## config.mk

```make
export PLATFORM = sky130hd
export DESIGN_NAME = fifo_wr_arbiter
export DESIGN_NICKNAME = d
export VERILOG_FILES = /design/src/rtl/fifo_wr_arbiter.sv
export SDC_FILE = /design/constraint.sdc
export NUM_CORES = 1
export LEC_CHECK = 0
export ABC_AREA = 1
export BUFFER_PORTS_ARGS = -buffer_cell sky130_fd_sc_hd__buf_4
export CAP_MARGIN = 20
export CORE_AREA = 10 10 92 94
export CTS_BUF_LIST = sky130_fd_sc_hd__clkbuf_8
export DETAILED_ROUTE_END_ITERATION = 12
export DIE_AREA = 0 0 102 104
export PLACE_DENSITY = 0.81
export RECOVER_POWER = 100
export SLEW_MARGIN = 20
export SYNTH_ARGS = -nofsm -noshare
export SYNTH_HDL_FRONTEND = slang
export SYNTH_SLANG_ARGS = --single-unit
export TNS_END_PERCENT = 5
```

## constraint.sdc

```tcl
create_clock -name clk -period 1.8 [get_ports clk]
set_input_delay 0.36 -clock clk [delete_from_list [all_inputs] [get_ports clk]]
set_output_delay 0.36 -clock clk [all_outputs]
set_load 0.01 [all_outputs]
```

## src/rtl/fifo_wr_arbiter.sv

```systemverilog
// Round-robin arbiter sharing one FIFO write port between NREQ burst requesters.
// Optional stalled-grant watchdog enabled by defining FIFO_ARB_TIMEOUT_EN.
module fifo_wr_arbiter #(
    parameter int NREQ    = 4,
    parameter int DW      = 32,
    parameter int TIMEOUT = 16
) (
    input  logic                     clk,
    input  logic                     rst,
    input  logic [NREQ-1:0]          req_valid,
    input  logic [NREQ-1:0]          req_last,
    input  logic [NREQ*DW-1:0]       req_data,
    output logic [NREQ-1:0]          req_ready,
    input  logic                     fifo_full,
    input  logic                     fifo_almost_full,
    output logic                     fifo_we,
    output logic [DW-1:0]            fifo_wdata,
    output logic [$clog2(NREQ)-1:0]  grant_id,
    output logic                     busy,
    output logic                     timeout_err
);

    localparam int IW = $clog2(NREQ);
    localparam logic [IW:0] NREQ_W = (IW+1)'(NREQ);

    if (NREQ < 2 || NREQ > 8 || TIMEOUT < 2) begin : g_bad_cfg
        $error("fifo_wr_arbiter: unsupported NREQ/TIMEOUT configuration");
    end

    typedef enum logic {IDLE, BURST} state_e;

    state_e          state_q, state_d;
    logic [IW-1:0]   rr_ptr_q, rr_ptr_d;
    logic [IW-1:0]   grant_id_q, grant_id_d;
    logic            fifo_we_q, fifo_we_d;
    logic [DW-1:0]   fifo_wdata_q, fifo_wdata_d;

    logic            accept_ok;
    logic            valid_g;
    logic            last_g;
    logic [DW-1:0]   beat_g;
    logic            hs;
    logic            found;
    logic [IW-1:0]   sel;
    logic [IW:0]     idx;
    logic [IW:0]     ptr_inc;
    logic            tmo_fire;

    // Last free slot is reserved for the write already sitting in the output stage.
    assign accept_ok = !fifo_full && !(fifo_almost_full && fifo_we_q);
    assign valid_g   = req_valid[grant_id_q];
    assign last_g    = req_last[grant_id_q];
    assign hs        = (state_q == BURST) && valid_g && accept_ok;

    always_comb begin
        beat_g = '0;
        for (int unsigned i = 0; i < NREQ; i++) begin
            if (grant_id_q == IW'(i)) beat_g = req_data[i*DW +: DW];
        end
    end

    // Rotating search from rr_ptr; explicit subtract keeps non-power-of-two NREQ correct.
    always_comb begin
        found = 1'b0;
        sel   = '0;
        idx   = '0;
        for (int unsigned i = 0; i < NREQ; i++) begin
            idx = {1'b0, rr_ptr_q} + (IW+1)'(i);
            if (idx >= NREQ_W) idx = idx - NREQ_W;
            if (!found && req_valid[idx[IW-1:0]]) begin
                found = 1'b1;
                sel   = idx[IW-1:0];
            end
        end
    end

    always_comb begin
        ptr_inc = {1'b0, grant_id_q} + (IW+1)'(1);
        if (ptr_inc == NREQ_W) ptr_inc = '0;
    end

`ifdef FIFO_ARB_TIMEOUT_EN
    localparam int CW = $clog2(TIMEOUT);

    logic [CW-1:0] tmo_cnt_q, tmo_cnt_d;
    logic          timeout_err_q;

    always_comb begin
        tmo_cnt_d = '0;
        tmo_fire  = 1'b0;
        if (state_q == BURST && !valid_g) begin
            if (tmo_cnt_q == CW'(TIMEOUT-1)) begin
                tmo_fire = 1'b1;
            end else begin
                tmo_cnt_d = tmo_cnt_q + CW'(1);
            end
        end
    end

    always_ff @(posedge clk or negedge rst) begin
        if (!rst) begin
            tmo_cnt_q     <= '0;
            timeout_err_q <= 1'b0;
        end else begin
            tmo_cnt_q     <= tmo_cnt_d;
            timeout_err_q <= tmo_fire;
        end
    end

    assign timeout_err = timeout_err_q;
`else
    assign tmo_fire    = 1'b0;
    assign timeout_err = 1'b0;
`endif

    always_comb begin
        state_d      = state_q;
        rr_ptr_d     = rr_ptr_q;
        grant_id_d   = grant_id_q;
        fifo_we_d    = 1'b0;
        fifo_wdata_d = fifo_wdata_q;
        req_ready    = '0;
        case (state_q)
            IDLE: begin
                if (found) begin
                    grant_id_d = sel;
                    state_d    = BURST;
                end
            end
            BURST: begin
                req_ready[grant_id_q] = accept_ok;
                if (hs) begin
                    fifo_we_d    = 1'b1;
                    fifo_wdata_d = beat_g;
                    if (last_g) begin
                        state_d  = IDLE;
                        rr_ptr_d = ptr_inc[IW-1:0];
                    end
                end else if (tmo_fire) begin
                    state_d  = IDLE;
                    rr_ptr_d = ptr_inc[IW-1:0];
                end
            end
            default: state_d = IDLE;
        endcase
    end

    always_ff @(posedge clk or negedge rst) begin
        if (!rst) begin
            state_q      <= IDLE;
            rr_ptr_q     <= '0;
            grant_id_q   <= '0;
            fifo_we_q    <= 1'b0;
            fifo_wdata_q <= '0;
        end else begin
            state_q      <= state_d;
            rr_ptr_q     <= rr_ptr_d;
            grant_id_q   <= grant_id_d;
            fifo_we_q    <= fifo_we_d;
            fifo_wdata_q <= fifo_wdata_d;
        end
    end

    assign fifo_we    = fifo_we_q;
    assign fifo_wdata = fifo_wdata_q;
    assign grant_id   = grant_id_q;
    assign busy       = (state_q == BURST);

endmodule

```

After elaboration in Yosys (flattened, before gate mapping)
Index checks and enable logic that the tools add are counted.
{ "totals": {"regBits": 38, "in_bits": 140, "output_inout_bits": 41} }
{ "classes": {"n_addsub": 8, "order_cmp": 10, "n_eq_ne": 4, "muxes": 38, "n_bitwise": 2, "n_reduce_logical": 17} }
{ "op_table": {"columns": ["op", "count"], "rows": [
  ["$mux 32", 4],
  ["$mux 2", 9],
  ["$mux 1", 16],
  ["$lt 2x3->1 const B", 5],
  ["$bmux 1 s2", 6],
  ["$ge 3x3->1 const B", 3],
  ["$logic_and 1x1->1", 8],
  ["$sub 2x1->2 const B", 4],
  ["$add 2x1->3 const B", 2],
  ["$add 2x2->3 const B", 2],
  ["$logic_not 1->1", 5],
  ["$and 4x4->4", 1],
  ["$eq 2x2->1 const B", 2],
  ["$mux 4", 1],
  ["$reduce_and 2->1", 2],
  ["$eq 3x3->1 const B", 1],
  ["$ge 2x3->1 const B", 1],
  ["$reduce_and 3->1", 1],
  ["$demux 1 s2", 1],
  ["$eq 2x1->1 const B", 1],
  ["$ge 2x1->1 const B", 1],
  ["$logic_not 2->1", 1],
  ["$pmux 1 s2", 1],
  ["$not 1->1", 1]
]} }

Longest topological paths before layout
Gate-level depths: netlist of run 1.
{ "logic_depth": {"ltp_word": 16, "ltp_mapped": 11} }

Worst setup path after synthesis of run 1
No wires, ideal clock.
{ "synth_path": {"kind": "register to output", "from": "register grant_id_q[1] (netlist: grant_id[1])", "to": "output req_ready[3]", "t_arrival_ns": 1.358, "slack_ns": 0.082, "stages_incl_launch_ff": 6, "n_path_buf": 2, "path_cell_list": "dfrtp_1 > ha_1 > clkbuf_1 > inv_1 > buf_2 > nor2_1"} }
{ "synth_via": {"elab_chain_len": 6, "word_cells_on_any_way": 7, "classes_between": "2 x order compare; 3 x mux; 1 x bitwise; 1 x reduce/logical"} }
{ "synth_lines": {"columns": ["element", "line", "rtl"], "rows": [
  ["from (decl)", "34", "logic [IW-1:0] grant_id_q, grant_id_d;"],
  ["from (signal assigned)", "158", "grant_id_q <= grant_id_d;"],
  ["$lt 2x3->1 (implied by the code) / $ge 2x1->1 (equally long branches)", "131", "req_ready[grant_id_q] = accept_ok;"],
  ["$logic_and 1x1->1 (implied by the code)", "131", null],
  ["$mux 1 (implied by the code)", "131", null],
  ["$demux 1 s2 (*)", "131", null],
  ["$and 4x4->4 (no source line) (*)", null, null],
  ["$mux 4 (*)", "123", "case (state_q)"],
  ["to (decl)", "13", "output logic [NREQ-1:0] req_ready,"]
]} }
Every way passes the cells marked *; elsewhere a longest branch is shown, timed or not.

Final worst setup path of run 1
{ "layout_path": {"from": "register grant_id_q[1] (netlist: grant_id[1])", "to": "output req_ready[1]"} }
Same word-level chain as after synthesis.

==> reports/results.tsv, run 1 <==
metric	value	unit
outcome	finished, final reports clean	
Fillers	611	
Die Y	104	um
WHS	0.2084	ns
Setup crit end kind	output pin	
Top-Level Pins	181	
total clock sinks	38	
largest net degree at the start of global routing	44	
Vias/cell	5.258	
final worst path period share	97.59	%
reg2reg path depth	10	
RD Place Congestion	0.8237	
net count after synthesis	572	
CTS max path bufs	2	
via count	3607	
CP Launch Point	grant_id[1]$_DFFE_PN0P_	
r2r setup slk	0.10	ns
Worst R2R Start	grant_id[1]$_DFFE_PN0P_	
fin area	4428	um2
Least-Margin Pin Slew	0.9712	ns
dpl hpwl	8948	um
CTS tree	built	
Max Cap Viol	0	
Power Dens Cells	1570	nW/um2
total congestion overflow	0	
DRC Markers	0	
Netlist cell types	27	
initial antenna violation count	0	
fin cells	686	
Cell Area, Synth	2838	um2
Req. time, crit path	1.44	ns
dominant cells by area after synthesis	dfrtp_1 34%, nand2_1 14%, nand3_1 11%, a21oi_1 6.9%, o21ai_0 6.2%	
Final Hold Fails	0	
die area	10610	um2
clk slew on worst S/H paths	0.08	ns
Synth Register Bits	38	
area share of the leading cell type in the synthesized netlist	33.51	%
layout cells sized above 1	33.66	%
Row Count	30	
CTS Hold Bufs	0	
port buffer count	179	
# diodes	0	
reg-to-reg endpoint	fifo_wdata[22]$_DFFE_PN0P_	
crit-path max FO	10	
Tmin final	1.757	ns
count of final setup violators	0	
dpl cell area	4240	um2
first-pass GRT wire length	17920	um
dpl cells	669	
slew margin rel.	35.25	%
synthesized area per cell	6.646	um2
register area	953.4	um2
Routed WL	11580	um
H-tree levels	2	
DRT iter0 DRCs	190	
CTS root buf	clkbuf_8	
final antenna-violating net count	0	
worst min path class	in -> async	
Max VDD drop	0.8413	mV
Gate Count Post-Synth	427	
Clock Latency Late Sink	0.30	ns
cell accounting for the most synthesized area	dfrtp_1	
Num CTS Buffers	5	
static leakage power	2.226	nW
YS warnings	0	
WL per Instance	16.88	um
Nets	750	
vias in the first global route	3613	
core area	6681	um2
Critical Path AT	1.40	ns
post-synthesis sequential area ratio	33.51	%
Area Overhead vs Synth	56.04	%
DR pass1 iterations	4	
CP Class	reg -> out	
Initial Util	42.47	%
GRT Util Overall	20.47	%
Die X	102	um
multi-input logic area	1679	um2
Final Max Tran Viols	0	
critical path startpoint category	flop	
skew final	0.006715	ns
FMAX	569.3	MHz
[registers in the layout, summed over array words and instances, names as in the netlist]
signal	cells
fifo_wdata	32
grant_id	2
rr_ptr_q	2
busy	1
fifo_we	1
[placed cells by master, fill, tap and decap left out, types with 2 or more instances in the layout]
master	instances
a21oi_1	41
buf_12	4
buf_4	157
buf_6	5
clkbuf_1	34
clkbuf_16	3
clkbuf_8	6
dfrtp_1	36
dfrtp_2	2
ha_4	4
inv_1	10
inv_2	6
inv_4	4
nand2_1	106
nand2_2	3
nand3_1	61
nand3_2	3
nor2_1	38
nor2_2	2
o211ai_1	8
o21a_1	8
o21ai_0	36
o21ai_1	19
[cell families after synthesis]
kind of cell    after synthesis  synth area share (%)
other cells                   1                0.1321
flops                        38                 33.51
fa+ha+maj                     5                 2.205
compound gates              115                 22.36
simple gates                216                 32.54
buf+inv                      52                 9.260
[final cells by class]
class                      count  share of cell area, %
multi-input combinational    337                  37.92
timing repair buffer         204                  34.39
sequential                    38                  21.53
tap                           80                  2.261
clock buffer                   6                  1.865
inverter                      19                  1.837
clock inverter                 2                 0.1978
[worst max-delay path, cell delays in order, from the launching register on]
cell and delay, ns:
dfrtp_1 0.42, inv_2 0.14, ha_4 0.18, inv_4 0.05
buf_12 0.14, nor2_4 0.08, buf_6 0.10
[cells in the mapped netlist]
cell / count
o211ai_2: 1
clkbuf_1: 7
inv_4: 1
nand4_1: 1
buf_4: 3
inv_2: 5
a21oi_1: 39
ha_1: 5
o21ai_0: 35
a21o_1: 1
o211ai_1: 8
conb_1: 1
a21oi_2: 2
nand2_4: 1
dfrtp_1: 38
buf_6: 4
a31oi_1: 1
nand3_2: 2
nor2_1: 40
o21ai_1: 20
nand2_2: 4
buf_2: 19
nand2_1: 105
nand3_1: 62
nor2_2: 1
inv_1: 13
o21a_1: 8
[where the power goes]
group	leakage (nW)	switching [W]	internal, W
Sequential	0.464	0.000273	0.00125
Clock	0.0524	0.000317	0.000304
Combinational	1.71	0.00275	0.00206
Total	2.23	0.00334	0.00361
[layer usage]
metal  part of all wire [%]  wire, um  vias to the layer above  track usage (%)
met2                     50      5817                      148            34.61
met4                   0.80        93                        0            3.629
met5                      0         0                        -                0
met3                     11      1283                        9            8.173
li1                       -         -                     1787                -
met1                     38      4384                     1663            23.72
[worst max-delay path by stage]
stage	cells past startpoint	to
2_1_floorplan	5	req_ready[3]
3_3_place_gp	8	fifo_wdata[22]$_DFFE_PN0P_
3_5_place_dp	9	fifo_wdata[22]$_DFFE_PN0P_
4_1_cts	6	req_ready[1]
5_1_grt	6	req_ready[2]
6_report	6	req_ready[1]
[timing repair]
action | 4_1_cts | 5_1_grt
gates resized for setup | 19 | 14
setup buffers | 2 | 4
setup endpoints to repair | 4 | 19
cloned | 0 | 3
pin swaps | 0 | 3
[stage by stage]
stage,util (%),total power [W],TNS (ns),setup WS (ns)
2_1_floorplan,-,0.004478,0,0.08222
3_3_place_gp,63.46,0.005950,0,0.1597
3_5_place_dp,63.46,0.006083,0,0.1135
4_1_cts,66.12,0.006904,-0.0007184,-0.0007184
5_1_grt,66.27,0.007649,-0.004075,-0.004075
6_report,66.27,0.006952,0,0.04337
No activity file was read; power rests on OpenSTA's default activity.
==> run 2: changes to the inputs <==
--- a/config.mk
+++ b/config.mk
@@ -12,8 +12,10 @@
 export CTS_BUF_LIST = sky130_fd_sc_hd__clkbuf_8
 export DETAILED_ROUTE_END_ITERATION = 12
 export DIE_AREA = 0 0 102 104
+export MAX_ROUTING_LAYER = met4
 export PLACE_DENSITY = 0.81
 export RECOVER_POWER = 100
+export REMOVE_ABC_BUFFERS = 1
 export SLEW_MARGIN = 20
 export SYNTH_ARGS = -nofsm -noshare
 export SYNTH_HDL_FRONTEND = slang
==> constraint.sdc (replaced) <==
create_clock -name clk -period 2 [get_ports clk]
set_input_delay 0.4 -clock clk [delete_from_list [all_inputs] [get_ports clk]]
set_output_delay 0.4 -clock clk [all_outputs]
set_load 0.01 [all_outputs]
==> run 2 against run 1 <==
  * Power down 15%
  * Clock skew down 0.0041 ns
  * Clock power down 11%
  * First-iteration DRC count down 16%
  * Via count down 0.69%
  * Die area unchanged
  * Largest power group unchanged
==> reports/results.tsv, run 2 (same netlist as run 1, synthesis figures left out) <==
metric	value	unit
dpl hpwl	8969	um
Least-Margin Pin Slew	0.9649	ns
Clk network pwr share	9.4	%
most common cell after layout, fill and taps aside	buf_4	
Max VDD drop	0.5419	mV
Final Max Tran Viols	0	
initial antenna violation count	0	
post-CTS sizing	0	
via count	3582	
Vias/cell	5.283	
CTS tree	built	
Design Power	0.005904	W
Die Y	104	um
DR pass1 iterations	4	
Req. time, crit path	1.60	ns
Int Pwr	0.003017	W
Final Hold Fails	0	
Top-Level Pins	181	
total congestion overflow	0	
Area Overhead vs Synth	49.47	%
largest net degree at the start of global routing	39	
final antenna-violating net count	0	
skew final	0.002660	ns
final worst setup slack	0.04656	ns
port buffer count	179	
Clock Latency Late Sink	0.29	ns
critical path startpoint category	flop	
CTS root buf	clkbuf_8	
dpl ws	0.3229	ns
Nets	742	
H-tree levels	2	
Power Dens Cells	1392	nW/um2
max reg flops	32	
static leakage power	2.155	nW
CP Class	reg -> out	
worst min path class	in -> async	
Row Count	30	
Num CTS Buffers	5	
clk slew on worst S/H paths	0.08	ns
Routed WL	11380	um
Max Cap Viol	0	
P_sw	0.002886	W
FMAX	511.9	MHz
count of final setup violators	0	
share of total power in combinational logic	67.6	%
DRT iter0 DRCs	159	
Initial Util	42.47	%
most frequent cells in the layout	156 x buf_4, 105 x nand2_1, 62 x nand3_1, 40 x nor2_1, 40 x a21oi_1	
sequential power share	23.0	%
Die X	102	um
outcome	finished, final reports clean	
crit-path max FO	14	
GRT Util Overall	20.85	%
die area	10610	um2
RSZ-0062 raised after global routing	yes	
CTS max path bufs	2	
setup TNS after final layout	0	ns
DRC Markers	0	
first-pass GRT wire length	17640	um
WL per Instance	16.78	um
vias in the first global route	3615	
sw frac	48.89	%
Tmin final	1.953	ns
Fillers	646	
slew margin rel.	35.68	%
Setup crit end kind	output pin	
core area	6681	um2
final worst path period share	97.67	%
setup bufs post-CTS	0	
RD Place Congestion	0.8860	
layout cells sized above 1	31.27	%
Critical Path AT	1.55	ns
# diodes	0	
CTS Hold Bufs	0	
total clock sinks	38	
run 2: critical path, cell delays in order, from the launching register on:
cell and delay (ns):
dfrtp_1 0.42, inv_1 0.13, ha_2 0.28, buf_12 0.17, inv_1 0.04, nor2_1 0.09, buf_4 0.13
run 2: power groups by stage:
stage | logic [W] | clock network, W | registers [W]
finish | 0.00399 | 0.000555 | 0.00136
global route | 0.00449 | 0.000597 | 0.00141
CTS | 0.00417 | 0.000565 | 0.00137
detailed placement | 0.00417 | 0 | 0.00138
global placement | 0.00405 | 0 | 0.00135
floorplan | 0.00225 | 0 | 0.00153
run 2: worst paths after layout:
check | cells after the start | startpoint | slack, ns | end
max | 6 | grant_id[0]$_DFFE_PN0P_ | 0.05 | req_ready[0]
min | 1 | rst | 0.24 | fifo_wdata[6]$_DFFE_PN0P_
max reg2reg | 9 | grant_id[0]$_DFFE_PN0P_ | 0.34 | fifo_wdata[19]$_DFFE_PN0P_
min reg2reg | 1 | fifo_wdata[18]$_DFFE_PN0P_ | 0.49 | fifo_wdata[18]$_DFFE_PN0P_
max in group asynchronous | 1 | rst | 1.15 | fifo_wdata[31]$_DFFE_PN0P_
min in group clk | 3 | req_data[118] | 0.37 | fifo_wdata[22]$_DFFE_PN0P_
run 2: area by class of cell:
class / instances / area (um2) / share of cell area, %
multi-input combinational: 337 / 1625 / 38.32
timing repair buffer: 196 / 1400 / 33.01
sequential: 38 / 950.9 / 22.42
tap: 80 / 100.1 / 2.360
clock buffer: 6 / 82.58 / 1.947
inverter: 19 / 73.82 / 1.740
clock inverter: 2 / 8.758 / 0.2065
run 2: through the flow:
stage | area [um2] | util [%] | cells | hold slack (ns)
6_report | 4242 | 63.48 | 678 | 0.2438
5_1_grt | 4242 | 63.48 | 678 | 0.3195
4_1_cts | 4344 | 65.02 | 677 | 0.08593
3_5_place_dp | 4253 | 63.65 | 669 | 0.4088
3_3_place_gp | 4253 | 63.65 | 669 | 0.3990
2_1_floorplan | 2649 | - | 394 | 0.1044
run 2: metal layers:
metal	share of wire [%]	vias to the layer above	GRT usage [%]	wire, um
li1	-	1776	-	-
met1	40	1638	22.99	4529
met2	51	140	35.62	5811
met3	6.3	28	4.983	720
met4	2.8	0	6.855	315
met5	0	-	-	0
